<file path="config.mk">
export PLATFORM = sky130hd
export DESIGN_NAME = secret_accum_bank
export DESIGN_NICKNAME = d
export VERILOG_FILES = /design/src/rtl/secret_accum_bank.sv
export SDC_FILE = /design/constraint.sdc
export NUM_CORES = 1
export LEC_CHECK = 0
export CORE_MARGIN = 3
export CORE_UTILIZATION = 39
export CTS_BUF_LIST = sky130_fd_sc_hd__clkbuf_2
export DETAILED_ROUTE_END_ITERATION = 10
export SYNTH_ARGS = -nofsm -noshare
export SYNTH_HDL_FRONTEND = slang
export SYNTH_SLANG_ARGS = --single-unit
</file>
<file path="constraint.sdc">
create_clock -name clk -period 7.9 [get_ports clk]
set_input_delay 0.79 -clock clk [delete_from_list [all_inputs] [get_ports clk]]
set_output_delay 0.79 -clock clk [all_outputs]
set_load 0.02 [all_outputs]
</file>
<file path="src/rtl/secret_accum_bank.sv">
// Bank of CHANNELS accumulators that add in_data plus a fixed secret per accepted request,
// returning the post-update value through a single output register. Define SECRET_ACCUM_SAT_EN to saturate on overflow.
module secret_accum_bank #(
    parameter int               WIDTH        = 32,
    parameter int               CHANNELS     = 4,
    parameter logic [WIDTH-1:0] SECRET_VALUE = WIDTH'(7)
) (
    input  logic                        clk,
    input  logic                        rst_n,
    input  logic                        in_valid,
    output logic                        in_ready,
    input  logic [$clog2(CHANNELS)-1:0] in_chan,
    input  logic [WIDTH-1:0]            in_data,
    input  logic                        in_clear,
    output logic                        out_valid,
    input  logic                        out_ready,
    output logic [$clog2(CHANNELS)-1:0] out_chan,
    output logic [WIDTH-1:0]            out_data,
    output logic                        out_ovf,
    input  logic                        bypass,
    output logic [WIDTH-1:0]            bypass_out
);

    localparam int CW = $clog2(CHANNELS);

    logic [CHANNELS-1:0][WIDTH-1:0] acc_q, acc_d;
    logic                           outValid_q, outValid_d;
    logic [CW-1:0]                  outChan_q, outChan_d;
    logic [WIDTH-1:0]               outData_q, outData_d;
    logic                           outOvf_q, outOvf_d;

    logic             accept;
    logic             inRange;
    logic [WIDTH-1:0] accCur;
    logic [WIDTH+1:0] sumWide;
    logic             sumOvf;
    logic [WIDTH-1:0] storeVal;

    assign in_ready = !outValid_q || out_ready;
    assign accept   = in_valid && in_ready;
    assign inRange  = int'(in_chan) < CHANNELS;

    // Channel select by search so an out-of-range index simply reads zero.
    always_comb begin
        accCur = '0;
        for (int i = 0; i < CHANNELS; i++) begin
            if (int'(in_chan) == i) begin
                accCur = acc_q[i];
            end
        end
    end

    assign sumWide = {2'b00, accCur} + {2'b00, in_data} + {2'b00, SECRET_VALUE};
    assign sumOvf  = |sumWide[WIDTH+1:WIDTH];

`ifdef SECRET_ACCUM_SAT_EN
    assign storeVal = sumOvf ? '1 : sumWide[WIDTH-1:0];
`else
    assign storeVal = sumWide[WIDTH-1:0];
`endif

    assign bypass_out = bypass ? in_data : accCur;

    always_comb begin
        acc_d      = acc_q;
        outValid_d = outValid_q;
        outChan_d  = outChan_q;
        outData_d  = outData_q;
        outOvf_d   = outOvf_q;
        if (accept) begin
            outValid_d = 1'b1;
            outChan_d  = in_chan;
            if (!inRange) begin
                outData_d = '0;
                outOvf_d  = 1'b1;
            end else if (in_clear) begin
                outData_d = '0;
                outOvf_d  = 1'b0;
            end else begin
                outData_d = storeVal;
                outOvf_d  = sumOvf;
            end
            for (int i = 0; i < CHANNELS; i++) begin
                if (int'(in_chan) == i) begin
                    acc_d[i] = in_clear ? '0 : storeVal;
                end
            end
        end else if (out_ready) begin
            outValid_d = 1'b0;
        end
    end

    always_ff @(posedge clk or negedge rst_n) begin
        if (!rst_n) begin
            acc_q      <= '0;
            outValid_q <= 1'b0;
            outChan_q  <= '0;
            outData_q  <= '0;
            outOvf_q   <= 1'b0;
        end else begin
            acc_q      <= acc_d;
            outValid_q <= outValid_d;
            outChan_q  <= outChan_d;
            outData_q  <= outData_d;
            outOvf_q   <= outOvf_d;
        end
    end

    assign out_valid = outValid_q;
    assign out_chan  = outChan_q;
    assign out_data  = outData_q;
    assign out_ovf   = outOvf_q;

endmodule

</file>
==> flow_summary.yaml, run 1 <==
sta:
  fin_skew_ns: 0.0660
  fin_crit_sh_pct: 59.2
  layout_setup_ws_ns: 3.22
  tightest_slew_ns: 1.02
  hold_viol_final: 0
  rsz0062_at_grt: "no"
  setup_tns_ns: 0
  max_slew_margin_pct: 31.7
  setup_violations: 0
  fmax_ghz: 0.214
  finalMaxSlewViolations: 0
  finalCriticalPeriod_ns: 4.68
synth:
  synth_area_leaders: "dfrtp_1, ha_1, mux4_2, nand2_1, mux2_2"
  ys_warn_count: 0
  async_flop_share_pct: 100
  synth_ff_type: "dfrtp_1"
  syn_inst: 913
  synth_top_area_cell: "dfrtp_1"
  syn-num-nets: 1017
  seq_area_frac_synth_pct: 42.8
  synth_area_mm2: 0.00960
  synth_common_cells: "dfrtp_1, nand2_1, ha_1, o31ai_1, clkbuf_1"
  synth_edf_count: 0
  synth_seq_cells: 164
  yosysTopAreaCellShare_pct: 42.8
  syn_avg_cell_area_um2: 10.5
  yosysUniqueCellTypes: 58
  synth.most_common_cell: "dfrtp_1"
global_route:
  grt_max_degree: 107
  antenna_found_initial: 2
  grt_pass1_vias: 7535
  gr-usage-all-layers_pct: 20.5
  overflow: 0
  grt_pass1_wl_mm: 42.8
detailed_routing:
  drc: 0
  ant_nets: 0
  drtPass1Iterations: 4
  vias: 7350
  post_drt_via_cell_ratio: 5.56
  drt_iter0_markers: 588
  routedWlPerCell_um: 20.1
  drt-total-wl_mm: 26.6
flow_run:
  cap_violations: 0
clocking:
  cts_tree: "yes"
  cts_buffers: 17
  clk_latency_ns: 0.76
  path_clk_slew_ns: 0.28
  postCtsSetupRepairBufs: 0
  cts_root_buf: "clkbuf_2"
  cts_resized: 0
  cts.path.max_buffers: 2
  cts_hold_buffers: 0
  cts_htree_levels: 4
  cts_num_sinks: 164
layout:
  stdcell_area_mm2: 0.0111
  syn_to_final_growth_pct: 15.9
  fillers: 2307
  drive_above_1_share_pct: 14.4
  nets: 1092
placed_design:
  routabilityCongestion: 0.899
  post-place-ws_ns: 2.39
  port_buffers: 108
  dpl_cell_area_mm2: 0.0109
  dp_hpwl_mm: 18.2
die:
  core_mm2: 0.0238
  die_width_um: 163
  io_pins: 109
  die-area_mm2: 0.0265
  initial_utilization_pct: 40.3
  fp-row-count: 56
  die_y_um: 163
critical_path:
  r2r_end: "acc_q[87]$_DFFE_PN0P_"
  crit_path_end_kind: "flop"
  worstPathRequired_ns: 8.50
  start_kind: "input pin"
  path_class: "input pin to flop"
  r2r_start: "acc_q[96]$_DFFE_PN0P_"
  cp_max_fo: 23
  reg2reg_depth: 14
  worstPathArrival_ns: 5.28
  ff2ff_setup_slack_ns: 4.03
power:
  total_power_mw: 4.11
  p_per_area_mw_per_mm2: 370
  power_leakage_nw: 5.05
  vdd_drop_max_mv: 0.134
status:
  outcome: "finished, final reports clean"
hold_path:
  hold_class: "input pin to asynchronous set/reset pin"
-- how the worst max path moves through the flow --
stage,start,end,slack [ns],depth (start not counted)
5_1_grt,in_chan[0],acc_q[87]$_DFFE_PN0P_,2.92,16
2_1_floorplan,in_chan[0],acc_q[125]$_DFFE_PN0P_,3.33,16
6_report,in_chan[0],acc_q[87]$_DFFE_PN0P_,3.22,16
4_1_cts,in_chan[0],acc_q[125]$_DFFE_PN0P_,3.23,16
3_3_place_gp,in_chan[0],acc_q[87]$_DFFE_PN0P_,2.48,16
3_5_place_dp,in_chan[0],acc_q[87]$_DFFE_PN0P_,2.39,16
-- metrics by stage --
| stage | utilization (%) | cells | hold WS (ns) |
|---|---|---|---|
| CTS | 46.7 | 1320 | 0.0984 |
| floorplan | - | 913 | 0.443 |
| finish | 46.7 | 1322 | 0.116 |
| global placement | 45.8 | 1288 | 0.455 |
| global route | 46.7 | 1322 | 0.0828 |
| detailed placement | 45.8 | 1288 | 0.460 |
-- critical path: stages --
cell and delay (ns):
buf_2 0.68, buf_4 0.43, mux4_2 0.54, inv_1 0.08, ha_1 0.12, inv_1 0.04, ha_1 0.23, fa_1 0.41
a21oi_1 0.19, nand4b_1 0.15, a21oi_1 0.15, nor4_2 0.45, o21ai_1 0.19, a21oi_1 0.23, xor2_1 0.45, o31ai_1 0.14
-- layout by cell type (no fill, tap or decap), types with 5 or more instances in the layout --
cell	n
and3_1	5
mux2_2	46
nand2_1	140
buf_4	10
xnor2_1	15
nand4_1	8
mux2i_1	5
nand2b_1	6
a21o_1	17
clkbuf_2	17
o21ai_0	45
xor2_1	8
clkdlybuf4s50_1	103
nor3_1	14
nor2b_1	9
dfrtp_1	164
inv_1	22
nand3_1	12
a22o_1	39
o21ai_1	13
nor2_1	25
a21oi_1	40
mux4_2	32
ha_1	63
o21bai_1	7
inv_6	6
o31ai_1	58
-- final cells by class --
cell class | count | area [um^2] | share of cell area, %
multi-input cells | 665 | 5190 | 46.7
flip-flops and latches | 164 | 4100 | 36.9
inverters | 22 | 82.6 | 0.742
diodes | 2 | 5.00 | 0.0450
clock inverters | 15 | 120 | 1.08
well taps | 319 | 399 | 3.59
clock buffers | 17 | 85.1 | 0.765
repair buffers | 118 | 1140 | 10.2
-- report_power, final --
group          internal, mW  total (mW)  leakage (nW)  switching [mW]
clock network        0.0928       0.430         0.136           0.337
registers              1.19        1.38          2.14           0.192
logic                 0.978        2.30          2.78            1.32
-- routing by layer --
metal  share of wire, %  track usage, %
met5                  0               0
met4               0.88            3.50
met3                4.2            3.48
met2                 47            33.1
met1                 47            29.6
-- sequential cells by signal, summed over array words and instances (netlist names) --
signal     flops
acc_q        128
out_data      32
out_valid      1
out_chan       2
out_ovf        1
-- logic make-up after synthesis --
logic type	count (synthesis)	synth area share, %
fa+ha+maj	64	8.42
compound gates	247	17.8
flops	164	42.8
simple gates	246	11.8
mux	83	13.4
xor+xnor	25	2.44
buf+inv	84	3.39
(Power assumes the default switching activity.)
==> run 2: changes to the inputs <==
==> constraint.sdc (replaced) <==
create_clock -name clk -period 4.63 [get_ports clk]
set_input_delay 0.463 -clock clk [delete_from_list [all_inputs] [get_ports clk]]
set_output_delay 0.463 -clock clk [all_outputs]
set_load 0.02 [all_outputs]
==> flow_summary.yaml, run 2 (synthesis results as in run 1) <==
sta:
  finalMaxSlewViolations: 0
  fin_crit_sh_pct: 87.6
  fmax_ghz: 0.246
  finalCriticalPeriod_ns: 4.06
  rsz0062_at_grt: "no"
  tightest_slew_ns: 0.915
  setup_violations: 0
  hold_viol_final: 0
  fin_skew_ns: 0.0350
  max_slew_margin_pct: 39.0
  fin_hold_ws_ns: 0.0920
  setup_tns_ns: 0
power:
  p_per_area_mw_per_mm2: 632
  total_power_mw: 7.09
  power_leakage_nw: 5.10
  vdd_drop_max_mv: 0.258
layout:
  final_cell_mix: "dfrtp_1, nand2_1, clkdlybuf4s50_1"
  drive_above_1_share_pct: 14.7
  final_common_cell: "dfrtp_1"
  nets: 1100
  stdcell_area_mm2: 0.0112
  syn_to_final_growth_pct: 17.0
  largest_reg_flops: 128
  regMostFlops: "acc_q"
clocking:
  cts_buffers: 17
  cts_root_buf: "clkbuf_2"
  postCtsSetupRepairBufs: 0
  path_clk_slew_ns: 0.26
  cts_num_sinks: 164
  clk_latency_ns: 0.75
  cts_htree_levels: 4
  cts.path.max_buffers: 2
  cts_tree: "yes"
global_route:
  gr-usage-all-layers_pct: 20.4
  grt_max_degree: 87
  grt_pass1_wl_mm: 42.5
  overflow: 0
  grt_pass1_vias: 7661
  antenna_found_initial: 1
critical_path:
  ff2ff_setup_slack_ns: 0.61
  worst-path-buf-inv: 5
  worstPathRequired_ns: 5.24
  worstPathArrival_ns: 4.67
  path_delay_family: "buffers and inverters"
  cp_max_fo: 20
  crit_path_end_kind: "flop"
  r2r_end: "acc_q[119]$_DFFE_PN0P_"
  cpPeakStageDelay_ns: 0.52
  start_kind: "input pin"
  r2r_start: "acc_q[65]$_DFFE_PN0P_"
  path_class: "input pin to flop"
  path_cells: "dlygate4sd3_1 -> buf_2 -> buf_4 -> mux4_2 -> inv_1 -> ha_1 -> inv_1 -> fa_1 -> a21oi_1 -> nand4b_1 -> a21oi_1 -> nor4_2 -> o21ai_1 -> a21oi_1 -> xor2_1 -> o31ai_1"
  reg2reg_depth: 14
  critPathSlowestCell: "nor4_2"
  crit_top_cell: "a21oi_1"
placed_design:
  routabilityCongestion: 0.906
  dpl_cell_area_mm2: 0.0110
  port_buffers: 108
  dp_hpwl_mm: 18.8
die:
  fp-row-count: 56
  die-area_mm2: 0.0265
  die_width_um: 163
  io_pins: 109
  die_y_um: 163
  initial_utilization_pct: 40.3
  core_mm2: 0.0238
detailed_routing:
  post_drt_via_cell_ratio: 5.56
  drt_iter0_markers: 445
  drt-total-wl_mm: 26.4
  routedWlPerCell_um: 19.9
  vias: 7391
  drtPass1Iterations: 5
  drc: 0
  ant_nets: 0
hold_path:
  min_to: "out_chan[0]$_DFFE_PN0P_"
  min_path_cells: 2
  hold_class: "input pin to flop"
  hold_start: "in_chan[0]"
status:
  outcome: "finished, final reports clean"
flow_run:
  cap_violations: 0
[run 2: changes by cell type in the layout (fill, tap and decap cells not counted), sizes merged, moves of 2 or more]
cell / change
dlygate4sd3: +2
inv: -5
buf: +6
clkinv: +2
[run 2: per-stage QoR]
stage	setup WS (ns)	utilization, %	instances
after floorplan	0.388	-	913
after global placement	0.242	46.1	1294
after detailed placement	0.252	46.1	1294
after CTS	0.592	47.1	1328
after global routing	0.382	47.1	1330
final	0.572	47.1	1330
[run 2: per-layer routing]
layer	GRT usage [%]	routed length (um)
met1	28.3	12400
met2	33.3	12500
met3	3.28	996
met4	5.61	465
met5	0	0
[run 2: worst max path at each step]
stage	end	cells after the start	startpoint
after global placement	acc_q[119]$_DFFE_PN0P_	13	in_chan[0]
after global routing	acc_q[119]$_DFFE_PN0P_	14	acc_q[65]$_DFFE_PN0P_
after CTS	acc_q[119]$_DFFE_PN0P_	14	acc_q[65]$_DFFE_PN0P_
after floorplan	acc_q[125]$_DFFE_PN0P_	16	in_chan[0]
final	acc_q[119]$_DFFE_PN0P_	16	in_chan[1]
after detailed placement	acc_q[119]$_DFFE_PN0P_	13	in_chan[0]
[run 2: final cells by class]
| class | instances | area (um^2) |
|---|---|---|
| clock buffer | 18 | 90.1 |
| multi-input combinational | 665 | 5190 |
| sequential | 164 | 4100 |
| inverter | 22 | 82.6 |
| timing repair buffer | 126 | 1230 |
| fill | 2248 | 12600 |
| tap | 319 | 399 |
| clock inverter | 14 | 131 |
| antenna | 2 | 5.00 |
[run 2: power by group]
part / internal [mW] / switching [mW] / total [mW]
combinational: 1.70 / 2.27 / 3.97
clock: 0.205 / 0.554 / 0.758
sequential: 2.03 / 0.328 / 2.36
[run 2: timing repair]
action / 4_1_cts / 5_1_grt
resized for setup: 0 / 0
hold endpoints to repair: 79 / 0
endpoints found under the setup margin: 0 / 0
hold buffers: 2 / 0
